==> config.mk <==
export PLATFORM = sky130hd
export DESIGN_NAME = fpadd_scheduler
export DESIGN_NICKNAME = d
export VERILOG_FILES = /design/src/rtl/fpadd_scheduler.sv
export SDC_FILE = /design/constraint.sdc
export NUM_CORES = 1
export LEC_CHECK = 0
export ABC_AREA = 0
export CELL_PAD_IN_SITES_DETAIL_PLACEMENT = 0
export CELL_PAD_IN_SITES_GLOBAL_PLACEMENT = 1
export CORE_ASPECT_RATIO = 0.6
export CORE_MARGIN = 2
export CORE_UTILIZATION = 24
export CTS_BUF_LIST = sky130_fd_sc_hd__clkbuf_2 sky130_fd_sc_hd__clkbuf_4 sky130_fd_sc_hd__clkbuf_8
export DETAILED_ROUTE_END_ITERATION = 10
export GPL_TIMING_DRIVEN = 0
export PLACE_DENSITY_LB_ADDON = 0.25
export SLEW_MARGIN = 30
export SYNTH_ARGS = -nofsm -noshare
export SYNTH_HDL_FRONTEND = slang
export SYNTH_SLANG_ARGS = --single-unit
==> constraint.sdc <==
create_clock -name clk -period 2.3 [get_ports clk]
set_clock_uncertainty 0.05 [all_clocks]
set_input_delay 0.345 -clock clk [delete_from_list [all_inputs] [get_ports clk]]
set_output_delay 0.345 -clock clk [all_outputs]
set_load 0.02 [all_outputs]
==> src/rtl/fpadd_scheduler.sv <==
// fpadd_scheduler: arbitrates NREQ requesters onto one shared FP adder; FPADD_SCHED_FIXED_PRIO_EN selects fixed priority over round-robin.
module fpadd_scheduler #(
  parameter int XLEN = 32,
  parameter int NREQ = 4,
  parameter int LAT = 1
) (
  input  logic                 clk,
  input  logic                 rst,
  input  logic [NREQ-1:0]      req_valid,
  output logic [NREQ-1:0]      req_ready,
  input  logic [NREQ*XLEN-1:0] req_a,
  input  logic [NREQ*XLEN-1:0] req_b,
  output logic [NREQ-1:0]      rsp_valid,
  input  logic [NREQ-1:0]      rsp_ready,
  output logic [XLEN-1:0]      rsp_data,
  output logic [XLEN-1:0]      add_a,
  output logic [XLEN-1:0]      add_b,
  input  logic [XLEN-1:0]      add_result,
  output logic                 busy
);
  localparam int IW = $clog2(NREQ);
  typedef enum logic [1:0] {IDLE, EXEC, RESP} state_t;
  state_t state;
  logic [IW-1:0] g, gnt;
  logic [2:0] cnt;
  logic any;
  logic [XLEN-1:0] sel_a, sel_b;
`ifdef FPADD_SCHED_FIXED_PRIO_EN
  always_comb begin
    gnt = '0;
    any = 1'b0;
    for (int i = NREQ - 1; i >= 0; i--)
      if (req_valid[i]) begin
        gnt = IW'(i);
        any = 1'b1;
      end
  end
`else
  logic [IW-1:0] last_grant;
  // second pass overrides the first, so indices above last_grant win before wrapping
  always_comb begin
    gnt = '0;
    any = 1'b0;
    for (int i = NREQ - 1; i >= 0; i--)
      if (req_valid[i] && IW'(i) <= last_grant) begin
        gnt = IW'(i);
        any = 1'b1;
      end
    for (int i = NREQ - 1; i >= 0; i--)
      if (req_valid[i] && IW'(i) > last_grant) begin
        gnt = IW'(i);
        any = 1'b1;
      end
  end
  always_ff @(posedge clk)
    if (rst) last_grant <= IW'(NREQ - 1);
    else if (state == IDLE && any) last_grant <= gnt;
`endif
  always_comb begin
    sel_a = '0;
    sel_b = '0;
    for (int i = 0; i < NREQ; i++)
      if (gnt == IW'(i)) begin
        sel_a = req_a[i*XLEN +: XLEN];
        sel_b = req_b[i*XLEN +: XLEN];
      end
  end
  assign req_ready = (state == IDLE && any) ? NREQ'(1) << gnt : '0;
  assign busy = state != IDLE;
  always_ff @(posedge clk) begin
    if (rst) begin
      state <= IDLE;
      rsp_valid <= '0;
      rsp_data <= '0;
      add_a <= '0;
      add_b <= '0;
      cnt <= '0;
      g <= '0;
    end else begin
      unique case (state)
        IDLE: if (any) begin
          add_a <= sel_a;
          add_b <= sel_b;
          g <= gnt;
          cnt <= 3'(LAT);
          state <= EXEC;
        end
        EXEC: if (cnt == 3'd0) begin
          rsp_data <= add_result;
          rsp_valid <= NREQ'(1) << g;
          state <= RESP;
        end else cnt <= cnt - 3'd1;
        RESP: if (rsp_ready[g]) begin
          rsp_valid <= '0;
          state <= IDLE;
        end
        default: state <= IDLE;
      endcase
    end
  end
endmodule

; ---- Word level (Yosys, flattened, before mapping)
; Cells that the tools add are included.
[totals]
reg_bits = 109
in_bits = 298
output_inout_bits = 105
wordCells = 86
[classes]
addsub = 1
order_cmp = 9
eq_ne = 9
shift = 2
mux = 37
n_reduce_logical = 20
[op_table]
columns = operator, n
row1 = 32-bit two-way mux, 8
row2 = 2-bit two-way mux, 11
row3 = 4-bit two-way mux, 3
row4 = 1-bit logical AND, 9
row5 = 1-bit two-way mux, 9
row6 = 3-bit AND reduction, 3
row7 = "2-bit inequality test, second input constant", 4
row8 = 4-bit case mux with 2 select lines, 1
row9 = "1-bit by 2-bit left shift with 4-bit output, first input constant", 2
row10 = "2-bit == test, second input constant", 3
row11 = 3-bit two-way mux, 2
row12 = 2-bit case mux with 3 select lines, 1
row13 = 3-bit case mux with 2 select lines, 1
row14 = 2-bit nonzero test, 3
row15 = "2-bit by 1-bit == test with 1-bit output, second input constant", 2
row16 = "1-bit by 2-bit > comparator with 1-bit output, first input constant", 2
row17 = "2-bit > comparator, first input constant", 2
row18 = "1-bit by 2-bit <= comparator with 1-bit output, first input constant", 2
row19 = "2-bit <= comparator, first input constant", 2
row20 = 2-bit logical NOT, 2
row21 = 2-bit AND reduction, 2
row22 = 3-bit logical NOT, 1
row23 = "2-bit by 3-bit < comparator with 1-bit output, second input constant", 1
row24 = "3-bit by 1-bit subtractor with 3-bit output, second input constant", 1
row25 = 1-bit binary-select mux with 2-bit select, 1

; ---- Longest topological paths before layout
; Gate-level depths: netlist of run 1.
[logic_depth]
ltp_word = 15
ltp_mapped = 9
mapped_depth_nobuf = 7

; ---- Worst setup path after synthesis of run 1
; No wires, ideal clock.
[synth_path]
kind = input-to-output
start = input req_valid[3]
end = output req_ready[2]
arrival_ps = 1706
required_ps = 1905
slack_ps = 199
cell_stages = 6
path_buffers = 3
cell_sequence = buf_2 -> nand3b_1 -> a31o_2 -> buf_1 -> buf_1 -> nor3_1
[synth_via]
elab_chain_cells = 11
word_cells_on_any_way = 21
cone_classes = shift: 1 / mux: 17 / reduce/logical: 3
[synth_rtl]
columns = element, line
row1 = "start, declared", 9  ; input logic [NREQ-1:0] req_valid,
row2 = 1-bit logical AND, 45  ; if (req_valid[i] && IW'(i) <= last_grant) begin
row3 = 2-bit two-way mux / 1-bit two-way mux (equally long branches) (4 in a row), 45
row4 = 2-bit two-way mux / 1-bit two-way mux (equally long branches) (4 in a row), 50  ; if (req_valid[i] && IW'(i) > last_grant) begin
row5 = 1-bit by 2-bit left shift with 4-bit output / 1-bit logical AND (equally long branches), 68  ; assign req_ready = (state == IDLE && any) ? NREQ'(1) << gnt : '0;
row6 = 4-bit two-way mux *, 68
row7 = "end, declared", 10  ; output logic [NREQ-1:0] req_ready,
; Mark *: on every way between the ends. The rest lies on a longest branch, timed or not.

; ---- Worst setup path in the final report of run 1
[layout_path]
start = register state[1]
end = output req_ready[3]
[layout_via]
elab_chain_cells = 3
[layout_rtl]
columns = element, line
row1 = "start, declared", 23  ; state_t state;
row2 = "start signal, assigned", 72  ; state <= IDLE;
row3 = "start signal, assigned", 86  ; state <= EXEC;
row4 = "start signal, assigned", 91  ; state <= RESP;
row5 = 2-bit logical NOT, 68
row6 = 1-bit logical AND, 68
row7 = 4-bit two-way mux, 68
; No other way between the ends.

==> summary.md, run 1 <==
| Metric | Value |
|---|---|
| H-tree depth | 3 |
| Via count | around 6500 |
| Leading area contributor after synthesis | dfxtp_1 |
| Clock root buffer | clkbuf_8 |
| # rows | 43 |
| Register area | around 2200 um^2 |
| Clk_lat worst skew | 410 ps |
| Post-synth EDFFs | 0 |
| Fin Hold WS | about 400 ps |
| Flops & latches, synth | around 110 |
| CP Class | register to output port |
| Crit path max fanout | 8 |
| Most frequent cells in the layout | clkdlybuf4s50_1, dfxtp_1, mux2i_1 |
| Max_slew headroom | 0.601 |
| Leakage dissipation | 3.97 nW |
| Most common cell after layout, fill and taps aside | clkdlybuf4s50_1 |
| Via-per-instance ratio | 4.75 |
| DP HPWL | 20.6 mm |
| Die Height | ~120 um |
| Synth area leaders | dfxtp_1, mux2i_1, nand2_1 |
| Area of the multi-input gates | 3210 um^2 |
| Final worst setup slack | 50.8 ps |
| CTS clk-pin slew, worst paths | 130 ps |
| Critical-path cell list | or2_4 -> a21o_1 -> buf_6 -> nor2_4 -> clkbuf_16 -> and2_1 -> buf_6 |
| CP dominant cell by count | buf_6 |
| Cell count after synthesis | 625 |
| Worst Path Buf+Inv | 3 |
| CTS tree | yes |
| First-pass GRT wire length | 38.9 mm |
| Worst-Margin Slew | 598 ps |
| Die width | around 200 um |
| Peak VDD IR | between 300 and 400 uV |
| Filler instances | 2361 |
| Max cap viols | 0 |
| Drt initial violations | 336 |
| Congestion Overflow GR | 0 |
| Pin count of the biggest net entering global routing | 21 |
| Post-Route WL | between 20 and 30 mm |
| Fin nets | 1349 |
| GPL Wtd Cong | between 0.8 and 0.9 |
| Period minus WS final | 2250 ps |
| RSZ-0062 raised after global routing | yes |
| Setup Viol. Count Final | 0 |
| Final routed DRC violation total | 0 |
| Status | finished, final reports clean |
| Area of the die | 24600 um^2 |
| GRT Util Overall | 0.206 |
| Area Overhead vs Synth | 86.5% |
| Antenna violations before repair | 4 |
| CP required | 1900 ps |
| Hold violation count in the final report | 0 |
| Synthesized area | 5610 um^2 |
| Primary FF master, synth | dfxtp_1 |
| Clk buf depth | 2 |
| CP max-delay cell | dfxtp_4 |
| Routed len/inst | between 15 and 20 um |
| Fmax | 445 MHz |
| Drt first pass iters | 5 |
| Worst EP arrival | 1850 ps |
| Cts hold-fix bufs | 0 |
| Sequential area share after synthesis | 0.389 |
| Power per cell area | 712 nW/um^2 |
| Top cell type's share of synthesized area | 0.389 |
| CP endpoint kind | output port |
| Crit share post-route | 0.978 |
| Post-route ant nets | 0 |
| Worst min-delay path class | register to register |
| # IOs | 403 |
| Slew Limit Fails | 0 |
| Post-synth cell types | 49 |
| Avg Cell Area, Syn | 8.97 um^2 |
| Ys Warns | 0 |
| CP max stage delay | 380 ps |
| Num CTS Buffers | 9 |
| Number of global-route vias before repair | ~6600 |
| Initial Util | 0.243 |
| Ratio of cells with drive above 1 in the final layout | 0.0787 |
| Clk sinks | approximately 110 |
| Asr flop ratio synth | 0 |
| Cell family with most CP delay | simple AND/OR/NAND/NOR gates |
| Setup crit start kind | register |
| Port buffer count | 400 |
| Post-Place Worst Slack | -1200 ps |
| Syn nets | about 930 |
| Core ar. | 23000 um^2 |
[tightest hold or removal path: stages, from the launching register on]
cell	delay, ps
dfxtp_1	320
nand2_1	50
o21ai_1	50
[logic make-up after synthesis]
kind of cell | count (synthesis) | share of synthesized area
compound gates | 187 | 0.240
simple gates | 173 | 0.152
flops | 109 | 0.389
mux | 88 | 0.160
buf+inv | 65 | 0.0529
fa+ha+maj | 2 | 0.00446
xor+xnor | 1 | 0.00156
[routing by layer]
metal / part of all wire / vias to the layer above / global-route usage / routed length (um)
met5: 0.00050 / - / 0 / 13
met4: 0.015 / 2 / 0.0515 / 385
met3: 0.079 / 20 / 0.0730 / 2060
met1: 0.45 / 3061 / 0.259 / 11600
met2: 0.46 / 228 / 0.340 / 12000
li1: - / 3201 / - / -
[synth_stat cells, drive strengths merged, types with 10 or more instances]
master,n
dfxtp,109
mux2i,86
nand2,77
a21oi,55
clkbuf,39
nor2,32
o221ai,32
nand3b,24
o21bai,23
buf,21
a221oi,20
a31oi,14
a221o,12
nor4,12
o21ai,10
[sequential cells by signal (all words and copies together) (netlist names)]
| signal | count |
|---|---|
| last_grant | 2 |
| cnt | 3 |
| g | 2 |
| rsp_valid | 4 |
| state | 2 |
| add_b | 32 |
| rsp_data | 32 |
| add_a | 32 |
[repair_timing]
| item | in CTS | in global routing |
|---|---|---|
| pin swaps | 4 | 1 |
| setup buffers | 9 | 4 |
| cloned | 0 | 0 |
| resized for setup | 52 | 13 |
| endpoints found under the setup margin | 51 | 14 |
| hold endpoints to repair | 0 | 0 |
[worst paths after layout]
| check | endpoint | start | cells after the start | slack (ps) |
|---|---|---|---|---|
| setup / recovery | req_ready[3] | state[1] | 7 | 50 |
| hold / removal | add_a[13] | add_a[13] | 2 | 400 |
| setup reg to reg | add_a[12] | last_grant[1] | 8 | 100 |
| hold reg to reg | add_a[13] | add_a[13] | 2 | 400 |
[power by group]
| part | internal, W | switching (W) |
|---|---|---|
| clock network | 0.000447 | 0.000825 |
| logic | 0.00182 | 0.00187 |
| registers | 0.00227 | 0.000208 |
[layout make-up]
class / instances / area share
Inverter: 5 / 0.00180
Clock inverter: 6 / 0.00611
Buffer: 59 / 0.0320
Tap cell: 315 / 0.0377
Timing Repair Buffer: 414 / 0.393
Sequential cell: 109 / 0.210
Clock buffer: 10 / 0.0126
Antenna cell: 3 / 0.000718
Multi-Input combinational cell: 451 / 0.307
[through the flow]
stage	TNS, ps	util	cell area (um^2)	power (W)	cells
final	0	0.454	10500	0.00744	1372
after global routing	-59.9	0.454	10500	0.00788	1372
after CTS	-31.5	0.450	10400	0.00748	1366
after detailed placement	-37440	0.435	10000	0.00607	1341
after global placement	-37110	0.434	10000	0.00607	1340
after floorplan	0	-	5610	0.00430	625
No activity file was read; power rests on OpenSTA's default activity.
==> run 2, diff against run 1 <==
--- a/config.mk
+++ b/config.mk
@@ -15,7 +15,7 @@
 export DETAILED_ROUTE_END_ITERATION = 10
 export GPL_TIMING_DRIVEN = 0
 export PLACE_DENSITY_LB_ADDON = 0.25
-export SLEW_MARGIN = 30
+export SLEW_MARGIN = 20
 export SYNTH_ARGS = -nofsm -noshare
 export SYNTH_HDL_FRONTEND = slang
 export SYNTH_SLANG_ARGS = --single-unit
==> run 2 against run 1 <==
Effect of this change: critical path type unchanged; worst hold slack improved by 0.82 ps; via count down 0.69%; combinational power about the same; sequential power about the same; design area is 0.55% lower; wire length rose by 1.0%; count of clock-buffer cells in the layout did not move; clock power about the same; global-route usage increased by 0.10 points; critical endpoint unchanged; worst setup slack better by 27 ps; sequential cell count is the same; register-to-register slack better by 20 ps.
==> summary.md, run 2 (synthesized netlist as in run 1, its figures left out) <==
| Metric | Value |
|---|---|
| Status | finished, final reports clean |
| Fin nets | 1346 |
| Routed len/inst | 19.2 um |
| Via-per-instance ratio | about 4.7 |
| Crit path max fanout | 8 |
| Power per cell area | 713 nW/um^2 |
| Most common cell after layout, fill and taps aside | clkdlybuf4s50_1 |
| DP HPWL | between 20 and 25 mm |
| Hold violation count in the final report | 0 |
| Congestion Overflow GR | 0 |
| Hold path start | add_a[13] |
| Clk sinks | 109 |
| Final routed DRC violation total | 0 |
| First-pass GRT wire length | approximately 40 mm |
| Area Overhead vs Synth | 85.4% |
| Reg-to-Reg Start | last_grant[1] |
| Ratio of cells with drive above 1 in the final layout | 0.0752 |
| Metal2 WL | 12.1 mm |
| Post-route ant nets | 0 |
| Period minus WS final | 2220 ps |
| M1 WL | 11.8 mm |
| Critical Path Source | state[0] |
| CP endpoint kind | output port |
| CP Class | register to output port |
| Slew Limit Fails | 0 |
| Number of global-route vias before repair | roughly 6600 |
| Clk_lat worst skew | 410 ps |
| CTS clk-pin slew, worst paths | 130 ps |
| Worst EP arrival | between 1500 and 2000 ps |
| Core ar. | around 23000 um^2 |
| Fin Hold WS | between 400 and 500 ps |
| Port buffer count | 400 |
| Initial Util | 0.243 |
| Metal3 WL | around 2.1 mm |
| H-tree depth | 3 |
| Leakage dissipation | 3.96 nW |
| DR top layer | met5 |
| Most frequent cells in the layout | clkdlybuf4s50_1, dfxtp_1, mux2i_1 |
| RSZ-0062 raised after global routing | yes |
| GPL Wtd Cong | 0.838 |
| Die width | 201 um |
| CTS tree | yes |
| Drt first pass iters | 4 |
| Num CTS Buffers | 9 |
| Max cap viols | 0 |
| Antenna violations before repair | 3 |
| Via count | 6467 |
| Drt initial violations | 276 |
| Pin count of the biggest net entering global routing | 21 |
| Setup crit start kind | register |
| # rows | 43 |
| GRT Util Overall | 0.207 |
| Die Height | 122 um |
| Crit share post-route | 0.966 |
| Max_slew headroom | 0.580 |
| Area of the die | 24600 um^2 |
| Top flop regs | add_a: 32 flops, add_b: 32 flops, rsp_data: 32 flops |
| Power consumption | 0.00741 W |
| Finished Core Util | 0.451 |
| CP required | 1900 ps |
| Worst-Margin Slew | 630 ps |
| Fmax | 450 MHz |
| # IOs | 403 |
| Post-Route WL | 26.3 mm |
| Cts hold-fix bufs | 0 |
| Filler instances | 2343 |
| Clock root buffer | clkbuf_8 |
| Worst min-delay path class | register to register |
| Clk buf depth | 2 |
| Peak VDD IR | 270 uV |
| Setup Viol. Count Final | 0 |
[run 2: area by class of cell]
cell class,instances,area (um^2),area share
flip-flops and latches,109,2190,0.211
well taps,315,394,0.0379
diodes,2,5.00,0.000482
repair buffers,411,4070,0.392
plain buffers,59,322,0.0309
clock inverters,6,61.3,0.00590
inverters,5,18.8,0.00181
clock buffers,10,131,0.0126
multi-input cells,451,3200,0.308
[run 2: repair_timing]
action / in CTS / in global routing
gates cloned: 0 / 1
endpoints found under the setup margin: 63 / 22
gates resized for setup: 48 / 16
pin swaps: 4 / 1
setup buffers: 6 / 4
[run 2: metrics by stage]
| step | cell area, um^2 | setup WS (ps) | TNS (ps) | instances |
|---|---|---|---|---|
| finish | 10400 | 77.4 | 0 | 1368 |
| global route | 10400 | -27.3 | -53.8 | 1368 |
| CTS | 10300 | -52.3 | -79.2 | 1362 |
| detailed placement | 10000 | -1210 | -38520 | 1340 |
| global placement | 10000 | -1190 | -37110 | 1340 |
| floorplan | 5610 | 199 | 0 | 625 |
[run 2: final timing paths]
kind	to	cells after the start	slack, ps
setup / recovery	req_ready[3]	7	80
hold / removal	add_a[13]	2	400
setup reg to reg	add_b[4]	8	120
hold reg to reg	add_a[13]	2	400
[run 2: per-layer routing]
layer | global-route usage | vias up
li1 | - | 3189
met1 | 0.261 | 3030
met2 | 0.344 | 226
met3 | 0.0730 | 20
met4 | 0.0441 | 2
met5 | 0 | -
[run 2: critical path, stage by stage (launching register included)]
cell and delay [ps]:
dfxtp_2 360, or2_4 260, a21o_1 160, buf_6 140
nor2_4 110, buf_8 110, and2_1 130, buf_6 130
[run 2: where the power goes]
group	leakage, nW	internal (W)	switching (W)	total (W)
logic	2.95	0.00179	0.00187	0.00366
registers	0.899	0.00227	0.000217	0.00248
clock network	0.103	0.000445	0.000815	0.00126
total	3.96	0.00451	0.00290	0.00741
